[config.mk]
export PLATFORM = sky130hd
export DESIGN_NAME = hollywood_pw_gen
export DESIGN_NICKNAME = d
export VERILOG_FILES = /design/src/rtl/hollywood_pw_gen.sv
export SDC_FILE = /design/constraint.sdc
export NUM_CORES = 1
export LEC_CHECK = 0
export BUFFER_PORTS_ARGS = -buffer_cell sky130_fd_sc_hd__buf_2
export CAP_MARGIN = 20
export CORE_UTILIZATION = 45
export CTS_CLUSTER_DIAMETER = 120
export CTS_CLUSTER_SIZE = 40
export DETAILED_ROUTE_END_ITERATION = 7
export PLACE_DENSITY = 0.7
export SLEW_MARGIN = 25
export SYNTH_ARGS = -nofsm -noshare
export SYNTH_HDL_FRONTEND = slang
export SYNTH_SLANG_ARGS = --single-unit
[constraint.sdc]
create_clock -name clk -period 2.6 [get_ports clk]
set_clock_uncertainty 0.05 [all_clocks]
set_input_delay 0.13 -clock clk [delete_from_list [all_inputs] [get_ports clk]]
set_output_delay 0.13 -clock clk [all_outputs]
set_load 0.05 [all_outputs]
[src/rtl/hollywood_pw_gen.sv]
// Brute-force password candidate generator feeding the Hollywood unhash core.
// Enumerates every LEN-word password whose bytes lie in CHAR_LO..CHAR_HI, frames
// each candidate as mgmt word + LEN data words + gap, then samples the core's
// match flag. Stops on the first match (latched) or when the space is exhausted.
module hollywood_pw_gen #(
    parameter int unsigned LEN     = 2,
    parameter logic [7:0]  CHAR_LO = 8'h20,
    parameter logic [7:0]  CHAR_HI = 8'h7E
) (
    input  logic                 clk,
    input  logic                 reset,
    input  logic                 start,
    output logic                 out_valid,
    output logic                 out_channel,
    output logic [15:0]          out_data,
    input  logic                 match_valid,
    output logic                 busy,
    output logic                 done,
    output logic                 found,
    output logic [16*LEN-1:0]    found_data
);

    typedef enum logic [2:0] {
        S_IDLE,
        S_MGMT,
        S_DATA,
        S_GAP,
        S_CHECK,
        S_DONE
    } state_t;

    localparam int unsigned NDIG = 2 * LEN;
    localparam int unsigned WW   = (LEN > 1) ? $clog2(LEN) : 1;
    localparam logic [16*LEN-1:0] FIRST_CAND = {NDIG{CHAR_LO}};

    state_t              state, state_n;
    logic [WW-1:0]       widx, widx_n;
    logic [16*LEN-1:0]   cand, cand_n, cand_inc;
    logic [16*LEN-1:0]   found_data_n;
    logic                found_n;
    logic                carry;
    logic                is_last;
    logic [15:0]         word_sel;
    logic                out_valid_n, out_channel_n, busy_n, done_n;
    logic [15:0]         out_data_n;

    // Odometer increment of the digit vector; carry out of the top digit marks the last candidate.
    always_comb begin
        cand_inc = cand;
        carry    = 1'b1;
        for (int unsigned d = 0; d < NDIG; d++) begin
            if (carry) begin
                if (cand[8*d +: 8] == CHAR_HI) begin
                    cand_inc[8*d +: 8] = CHAR_LO;
                end else begin
                    cand_inc[8*d +: 8] = cand[8*d +: 8] + 8'd1;
                    carry              = 1'b0;
                end
            end
        end
        is_last = carry;
    end

    // Next-state logic; outputs are derived from the next state so they can be registered.
    always_comb begin
        state_n      = state;
        widx_n       = widx;
        cand_n       = cand;
        found_n      = found;
        found_data_n = found_data;
        case (state)
            S_IDLE, S_DONE: begin
                if (start) begin
                    state_n      = S_MGMT;
                    cand_n       = FIRST_CAND;
                    found_n      = 1'b0;
                    found_data_n = '0;
                end
            end
            S_MGMT: begin
                state_n = S_DATA;
                widx_n  = '0;
            end
            S_DATA: begin
                if (widx == WW'(LEN - 1)) begin
                    state_n = S_GAP;
                end else begin
                    widx_n = widx + 1'b1;
                end
            end
            S_GAP: begin
                state_n = S_CHECK;
            end
            S_CHECK: begin
                if (match_valid) begin
                    found_n      = 1'b1;
                    found_data_n = cand;
                    state_n      = S_DONE;
                end else if (is_last) begin
                    found_n = 1'b0;
                    state_n = S_DONE;
                end else begin
                    cand_n  = cand_inc;
                    state_n = S_MGMT;
                end
            end
            default: begin
                state_n = S_IDLE;
            end
        endcase
    end

    // Registered-output decode from the next state, with data forced to zero outside DATA.
    always_comb begin
        word_sel = '0;
        for (int unsigned k = 0; k < LEN; k++) begin
            if (widx_n == WW'(k)) begin
                word_sel = cand_n[16*k +: 16];
            end
        end
        out_valid_n   = (state_n == S_MGMT) || (state_n == S_DATA);
        out_channel_n = (state_n == S_MGMT);
        out_data_n    = (state_n == S_DATA) ? word_sel : '0;
        busy_n        = (state_n == S_MGMT) || (state_n == S_DATA) ||
                        (state_n == S_GAP)  || (state_n == S_CHECK);
        done_n        = (state_n == S_DONE);
    end

    // State, candidate and output registers with asynchronous reset.
    always_ff @(posedge clk or posedge reset) begin
        if (reset) begin
            state       <= S_IDLE;
            widx        <= '0;
            cand        <= '0;
            out_valid   <= 1'b0;
            out_channel <= 1'b0;
            out_data    <= '0;
            busy        <= 1'b0;
            done        <= 1'b0;
            found       <= 1'b0;
            found_data  <= '0;
        end else begin
            state       <= state_n;
            widx        <= widx_n;
            cand        <= cand_n;
            out_valid   <= out_valid_n;
            out_channel <= out_channel_n;
            out_data    <= out_data_n;
            busy        <= busy_n;
            done        <= done_n;
            found       <= found_n;
            found_data  <= found_data_n;
        end
    end

endmodule

# == Yosys cells after proc, flatten, opt, wreduce, memory -nomap -nowiden ==
# Index checks and enable logic that the tools add are counted.
# word_totals
regBits,89
out_inout_bits,53
# op_classes
reduce_logical,8
mux,34
n_eq_ne,17
n_addsub,5
# op_table
operator,n
32-bit two-way mux,5
32-bit case mux with 2 select lines,2
8-bit two-way mux,7
8-bit by 1-bit adder with 8-bit output (second input constant),4
8-bit by 7-bit equality test with 1-bit output (second input constant),4
16-bit two-way mux,2
3-bit case mux with 5 select lines,1
3-bit by 2-bit equality test with 1-bit output (second input constant),4
3-bit equality test (second input constant),4
3-bit two-way mux,4
1-bit two-way mux,11
3-bit by 1-bit equality test with 1-bit output (second input constant),2
3-bit AND reduction,2
2-bit != test (second input constant),2
1-bit case mux with 2 select lines,2
3-bit zero test,1
1-bit logical OR,3
3-bit != test (second input constant),1
2-bit nonzero test,1
2-bit OR reduction,1
1-bit adder (second input constant),1

# == Depth between registers and ports, before layout ==
# Gate-level depths: netlist (run 1).
# logic_depth
word_depth,12
depth_mapped,9
depth_no_buf,8

# == Least setup slack after synthesis (run 1) ==
# Ideal clock, no wire load.
# synth_timing
path_kind,register to register
startpoint,register cand[8]
endpoint,register out_data[0]
setup_slack_ps,348
stages_incl_launch_ff,10
arrival_ps,2081
setup_time_ps,121
path_buffers,1
period_less_slack_ps,2252
path_cell_list,dfrtp_1 -> inv_1 -> ha_1 -> and3b_1 -> and2_1 -> clkbuf_1 -> a31o_2 -> a21o_1 -> mux2_2 -> a22o_1
# synth_via
elab_chain_cells,10
elab_cells_between_ends,15
classes_between,eq/ne (2); mux (13)
# synth_rtl
element,line_no,rtl
from (decl),38,"logic [16*LEN-1:0] cand, cand_n, cand_inc;"
from (signal assigned),145,cand <= cand_n;
8-bit by 7-bit equality test with 1-bit output,53,if (cand[8*d +: 8] == CHAR_HI) begin
1-bit two-way mux,53,
1-bit two-way mux (3 in a row),52,if (carry) begin
32-bit two-way mux,99,end else if (is_last) begin
32-bit two-way mux,95,if (match_valid) begin
32-bit case mux with 2 select lines,71,case (state)
named net cand_n[0],38,
16-bit two-way mux,117,if (widx_n == WW'(k)) begin
16-bit two-way mux,123,out_data_n = (state_n == S_DATA) ? word_sel : '0;
named net out_data_n[0],45,logic [15:0] out_data_n;
to (signal assigned),148,out_data <= out_data_n;
to (decl),15,"output logic [15:0] out_data,"
# The timed path passes the listed nets, and every way through them passes these cells.
# A chain may end at the register's enable or synchronous reset.

# == Worst setup path after layout (run 1) ==
# layout_timing
startpoint,register cand[1]
endpoint,register out_data[15]
# layout_via
elab_chain_cells,10
elab_cells_between_ends,16
classes_between,eq/ne (2); mux (14)
# layout_rtl
element,line_no
8-bit by 7-bit equality test with 1-bit output *,53
1-bit two-way mux *,53
1-bit two-way mux (2 in a row),52
1-bit two-way mux or 8-bit two-way mux (tied branches),52
3-bit two-way mux or 32-bit two-way mux (tied branches),99
3-bit two-way mux or 32-bit two-way mux (tied branches),95
3-bit case mux with 5 select lines or 32-bit case mux with 2 select lines (tied branches),71
3-bit by 2-bit equality test with 1-bit output or 16-bit two-way mux (tied branches),"123, 117"
16-bit two-way mux *,123
named net out_data_n[15],45
# The timed path passes the listed nets; every way through them passes the cells marked *.

==> results.toml, run 1 <==
[yosys]
yosysWarnings = 0
syn_avg_cell_area_um2 = 10.43
synth_edf_count = 0
synthFlopType = "dfrtp_1"
synth_nets = 422
yosys.area.top_type_share_pct = 52.08
synthTopCellsByArea = "dfrtp_1 (52%), a22o_1 (8.6%), o21ai_0 (3.2%), nand2_1 (2.9%), ha_1 (2.3%)"
syn-cell-area_um2 = 4277
synthCells = 410
synthArstFlopShare_pct = 100.0
synth-seq-area-share_pct = 52.08
yosysTopAreaCell = "dfrtp_1"
ys_seq_elements = 89
ys_types = 54

[critical_path]
critPathKind = "reg -> reg"
path_max_fanout = 7
cp-start-kind = "flip-flop"
arrival_ps = 2650
cp_cell_sequence = "ha_1, and4bb_2, nand4_4, nor4_4, nand2_1, or3_1, a311oi_1"
r2r_start = "cand[1]"
crit_path_max_incr_delay_ps = 450
slowest_stage = "dfrtp_1"
required_ps = 2790
cp-end-kind = "flip-flop"
critPathLaunch = "cand[1]"

[worst_hold_path]
hold_class = "in -> reg"
hp-start = "start"

[timing]
tns_ps = 0
rsz0062_at_grt = "false"
timing.slew.headroom_pct = 54.07
drv_slew = 0
tightest_slew_ps = 688.2
period_share_pct = 94.59
fin_crit_ps = 2459
fmax_mhz = 406.6
setup_viol_count_final = 0
final-hold-violation-count = 0

[layout]
fin_nets = 499
nFillCells = 823
n_antenna_cell = 0
final_core_util_pct = 55.17
final_common_cell = "dfrtp_1"
mostFrequentLayoutCells = "dfrtp_1 (89), buf_2 (56), a22o_1 (42), nand2_1 (33), buf_4 (33)"
syn_to_final_growth_pct = 19.19
drive_gt1_share_pct = 24.95
final_cells = 618

[floorplanning]
ios = 57
dieArea_um2 = 9897
fp.dieH_um = 99.49
start_util_pct = 46.28
die_x_um = 99.49
row_count = 35
core_region_area_um2 = 9240

[power]
vdd_drop_max_v = 0.0004433
p_per_area_nw_per_um2 = 808.2
power.leakage_nw = 2.512

[clock_network]
cts_tree = "built"
cts_root_buf = "clkbuf_8"
post_cts_buffers = 0
clockBufferDepth = 2
cts_buffers = 9
cts.sinks = 89
htreeDepth = 3
clkTransAtPathRegs_ps = 80
clk_latency_ps = 360

[detailed_routing]
num_vias = 3712
drt_iter0_markers = 251
drc = 0
ant_nets = 0
wl_per_cell_um = 19.40
firstDrtPassIters = 7
vias_per_cell = 6.006
drt_wl_total_um = 11990

[grt]
grt_pass1_wl_um = 19140
first_global_vias = 3505
track_usage_pct = 25.53
grt_overflow = 0
antenna_found_initial = 0
grt_max_degree = 51

[placed_design]
io_buffers = 56
dp_cells = 604
routabilityCongestion = 0.9301
place.detailed.hpwl_um = 8765

[outcome]
outcome = "completed"

[flow_run]
drv_cap = 0
-- timing repair --
action                                  4_1_cts  5_1_grt
hold buffers                                  1        0
hold endpoints to repair                     39        0
endpoints found under the setup margin        0        1
resized for setup                             0        0
-- where the power goes --
group / total (mW) / internal (mW) / leakage [nW] / switching [mW]
clock network: 1.09 / 0.622 / 0.111 / 0.469
registers: 1.59 / 1.49 / 1.20 / 0.0990
logic: 1.44 / 0.406 / 1.20 / 1.03
-- final timing paths --
path	to	slack, ps	depth (start not counted)
setup / recovery	out_data[15]	140	7
hold / removal	done	120	3
setup reg to reg	out_data[15]	140	7
hold reg to reg	found	430	1
max in group asynchronous	found_data[3]	1450	4
min in group asynchronous	out_data[14]	360	3
-- cell usage after synthesis (3+ instances only) --
cell	count
nor2_1	24
a31oi_1	12
nand4_1	8
o31ai_1	3
a21oi_1	12
clkbuf_1	16
o21a_1	3
nor2b_1	3
o22ai_1	3
o21ai_0	27
and4_1	4
buf_2	5
nand3_1	14
a22o_1	42
mux2_2	3
inv_1	13
and2_1	4
dfrtp_1	89
nand3b_1	3
nor3_1	10
a21o_1	5
nand2_1	33
ha_1	8
and3_1	7
or3_1	3
nand2b_1	3
nor4_1	6
a31o_2	8
o211ai_1	5
-- cell type report --
| cell class | count | area [µm²] | share of cell area, % |
|---|---|---|---|
| Sequential cell | 89 | 2227 | 43.69 |
| Tap cell | 129 | 161.4 | 3.166 |
| Multi-Input combinational cell | 283 | 1882 | 36.92 |
| Inverter | 13 | 50.05 | 0.9818 |
| Timing Repair Buffer | 91 | 558.0 | 10.95 |
| Clock buffer | 9 | 123.9 | 2.430 |
| Clock inverter | 4 | 95.09 | 1.865 |
-- registers in the layout, summed over array words and instances, names as in the netlist, 3 cells and up --
signal      cells
cand           32
found_data     32
out_data       16
state           3
-- kinds of logic after synthesis --
group	Yosys count	share of synthesized area, %
multiplexers	5	1.258
adder cells (fa/ha/maj)	8	2.341
flip-flops	89	52.08
buffers and inverters	38	4.008
AND/OR/NAND/NOR	135	17.58
AO/OA/AOI/OAI	135	22.73
-- per-stage QoR --
stage / hold WS, ps / area (µm²) / worst slack (ps) / total power [mW]
final: 120.0 / 5097 / 140.6 / 4.120
after detailed placement: 207.8 / 4868 / 154.1 / 3.041
after global placement: 193.0 / 4868 / 241.9 / 3.014
after floorplan: 317.0 / 4277 / 113.1 / 2.526
after CTS: 111.6 / 5097 / 99.71 / 4.135
after global routing: 172.2 / 5097 / 8.222 / 4.303
-- worst max-delay path: cells and delay by family (launching register included) --
family | cells | cell delay [ps]
AO/OA/AOI/OAI | 1 | 320
adder cells (fa/ha/maj) | 1 | 200
flip-flops | 1 | 450
AND/OR/NAND/NOR | 5 | 1310
-- layer usage --
layer	global-route usage [%]	vias to the layer above	part of all wire [%]
met5	0	-	0
met2	38.94	124	45
li1	-	1707	-
met3	3.092	25	5.0
met1	37.04	1856	47
met4	10.52	0	2.6
No activity file was read; power rests on OpenSTA's default activity.
==> run 2, diff against run 1 <==
GPL_ROUTABILITY_DRIVEN = 0   (was unset)
PLACE_DENSITY = 0.68   (was 0.7)
clock period = 2.7 ns   (was 2.6 ns; I/O delays follow)
==> run 2 against run 1 <==
Net effect: largest cell class unchanged; total power down 8.2%; design area fell by 3.0%; non-clock buffer count is 17 lower; critical path depth up 1; critical path type unchanged; worst setup slack improved by 41 ps; sequential share of layout area increased by 1.3 points.
==> results.toml, run 2 (synthesized netlist as in run 1, its figures left out) <==
[detailed_routing]
met2_length_um = 5282
wl_met1_um = 4948
ant_nets = 0
num_vias = 3624
highest_layer = "met4"
drc = 0
drt_wl_total_um = 11300
vias_per_cell = 6.000
firstDrtPassIters = 5
wl_per_cell_um = 18.71
drt_iter0_markers = 277
wl_met3_um = 777

[layout]
mostFrequentLayoutCells = "dfrtp_1 (89), buf_2 (56), a22o_1 (42), nand2_1 (33), o21ai_0 (27)"
n_antenna_cell = 0
fin_nets = 482
reg.largest.list = "cand x32, found_data x32, out_data x16"
seqCellArea_um2 = 2227
nFillCells = 848
fin_area_um2 = 4945
final_common_cell = "dfrtp_1"
drive_gt1_share_pct = 22.74
multi_input_area_um2 = 1882
syn_to_final_growth_pct = 15.62

[clock_network]
cts_root_buf = "clkbuf_8"
ctsResizeCount = 0
cts_buffers = 9
clockBufferDepth = 2
cts_tree = "built"
clkTransAtPathRegs_ps = 90
htreeDepth = 3
cts.sinks = 89
clk_latency_ps = 360

[critical_path]
reg2reg_depth = 8
cp-start-kind = "flip-flop"
crit_buf_inv = 1
cp_cell_sequence = "inv_1, ha_1, nor2b_1, nand4_1, nor4_4, nand2_1, or3_1, a311oi_1"
arrival_ps = 2730
r2r_start = "cand[16]"
required_ps = 2910
critPathLaunch = "cand[16]"
crit_path_max_incr_delay_ps = 490
critPathKind = "reg -> reg"
reg2reg_to = "out_data[15]"
crit_family = "simple AND/OR/NAND/NOR gates"
critPathCapture = "out_data[15]"
ff2ff_setup_slack_ps = 180
slowest_stage = "dfrtp_1"
cp-end-kind = "flip-flop"
path_depth = 8
path_max_fanout = 7

[floorplanning]
ios = 57
fp.dieH_um = 99.49
row_count = 35
dieArea_um2 = 9897
start_util_pct = 46.28
die_x_um = 99.49
core_region_area_um2 = 9240

[placed_design]
placedInstanceArea_um2 = 4741
io_buffers = 56
place.detailed.hpwl_um = 8018

[timing]
final-hold-violation-count = 0
drv_slew = 0
timing.slew.headroom_pct = 51.69
tns_ps = 0
period_share_pct = 93.28
setup_viol_count_final = 0
rsz0062_at_grt = "false"
fin_crit_ps = 2519
fmax_mhz = 397.0
tightest_slew_ps = 723.9

[power]
vdd_drop_max_v = 0.0003346
p_per_area_nw_per_um2 = 765.2
power.leakage_nw = 2.413

[grt]
track_usage_pct = 23.87
grt_overflow = 0
antenna_found_initial = 0
grt_max_degree = 49
grt_pass1_wl_um = 18020
first_global_vias = 3363

[worst_hold_path]
hold_class = "in -> reg"
holdPathStages = 3
hp-start = "start"

[flow_run]
drv_cap = 0

[outcome]
outcome = "completed"
## run 2: cell types whose count changed in the layout (fill, tap and decap cells not counted)
cell and delta:
clkinv_2 +2, inv_6 +1, bufinv_16 -2, clkinv_4 +1, clkinvlp_4 +1, buf_4 -17
## run 2: power by group
group | leakage, nW | internal (mW) | total [mW] | switching (mW)
clock network | 0.0994 | 0.428 | 0.925 | 0.497
registers | 1.20 | 1.44 | 1.55 | 0.110
logic | 1.11 | 0.353 | 1.31 | 0.956
## run 2: worst reg2reg max path: stages (launching register included)
cell and delay [ps]:
dfrtp_1 490, inv_1 100, ha_1 190, nor2b_1 230, nand4_1 200, nor4_4 440
nand2_1 80, or3_1 340, a311oi_1 300
## run 2: layout make-up
type,count,share of cell area (%)
repair buffers,74,8.704
inverters,13,1.012
flip-flops and latches,89,45.04
multi-input cells,283,38.06
well taps,129,3.264
clock inverters,7,1.417
clock buffers,9,2.505
## run 2: how the worst min path moves through the flow
stage / to / slack [ps]
CTS: state[0] / 120
finish: done / 130
global route: done / 160
detailed placement: found_data[10] / 220
floorplan: done / 320
global placement: out_data[14] / 220
## run 2: metrics by stage
stage / hold slack [ps] / instances / setup slack [ps] / power [mW] / util (%)
3_5_place_dp: 220.6 / 587 / 254.5 / 2.856 / 51.31
6_report: 128.9 / 604 / 181.3 / 3.784 / 53.51
3_3_place_gp: 216.2 / 587 / 244.5 / 2.854 / 51.31
2_1_floorplan: 322.0 / 410 / 208.1 / 2.433 / -
4_1_cts: 124.2 / 604 / 180.4 / 3.774 / 53.51
5_1_grt: 158.2 / 604 / 16.20 / 3.970 / 53.51
## run 2: routing by layer
metal  track usage, %  vias up
li1                 -     1666
met1            33.70     1762
met2            36.43      173
met3            3.935       23
met4            10.41        0
met5                0        -
## run 2: repair_timing
action	in CTS	in global routing
setup endpoints to repair	0	0
endpoints found under the hold margin	41	0
hold buffers	1	0
setup buffers	0	0
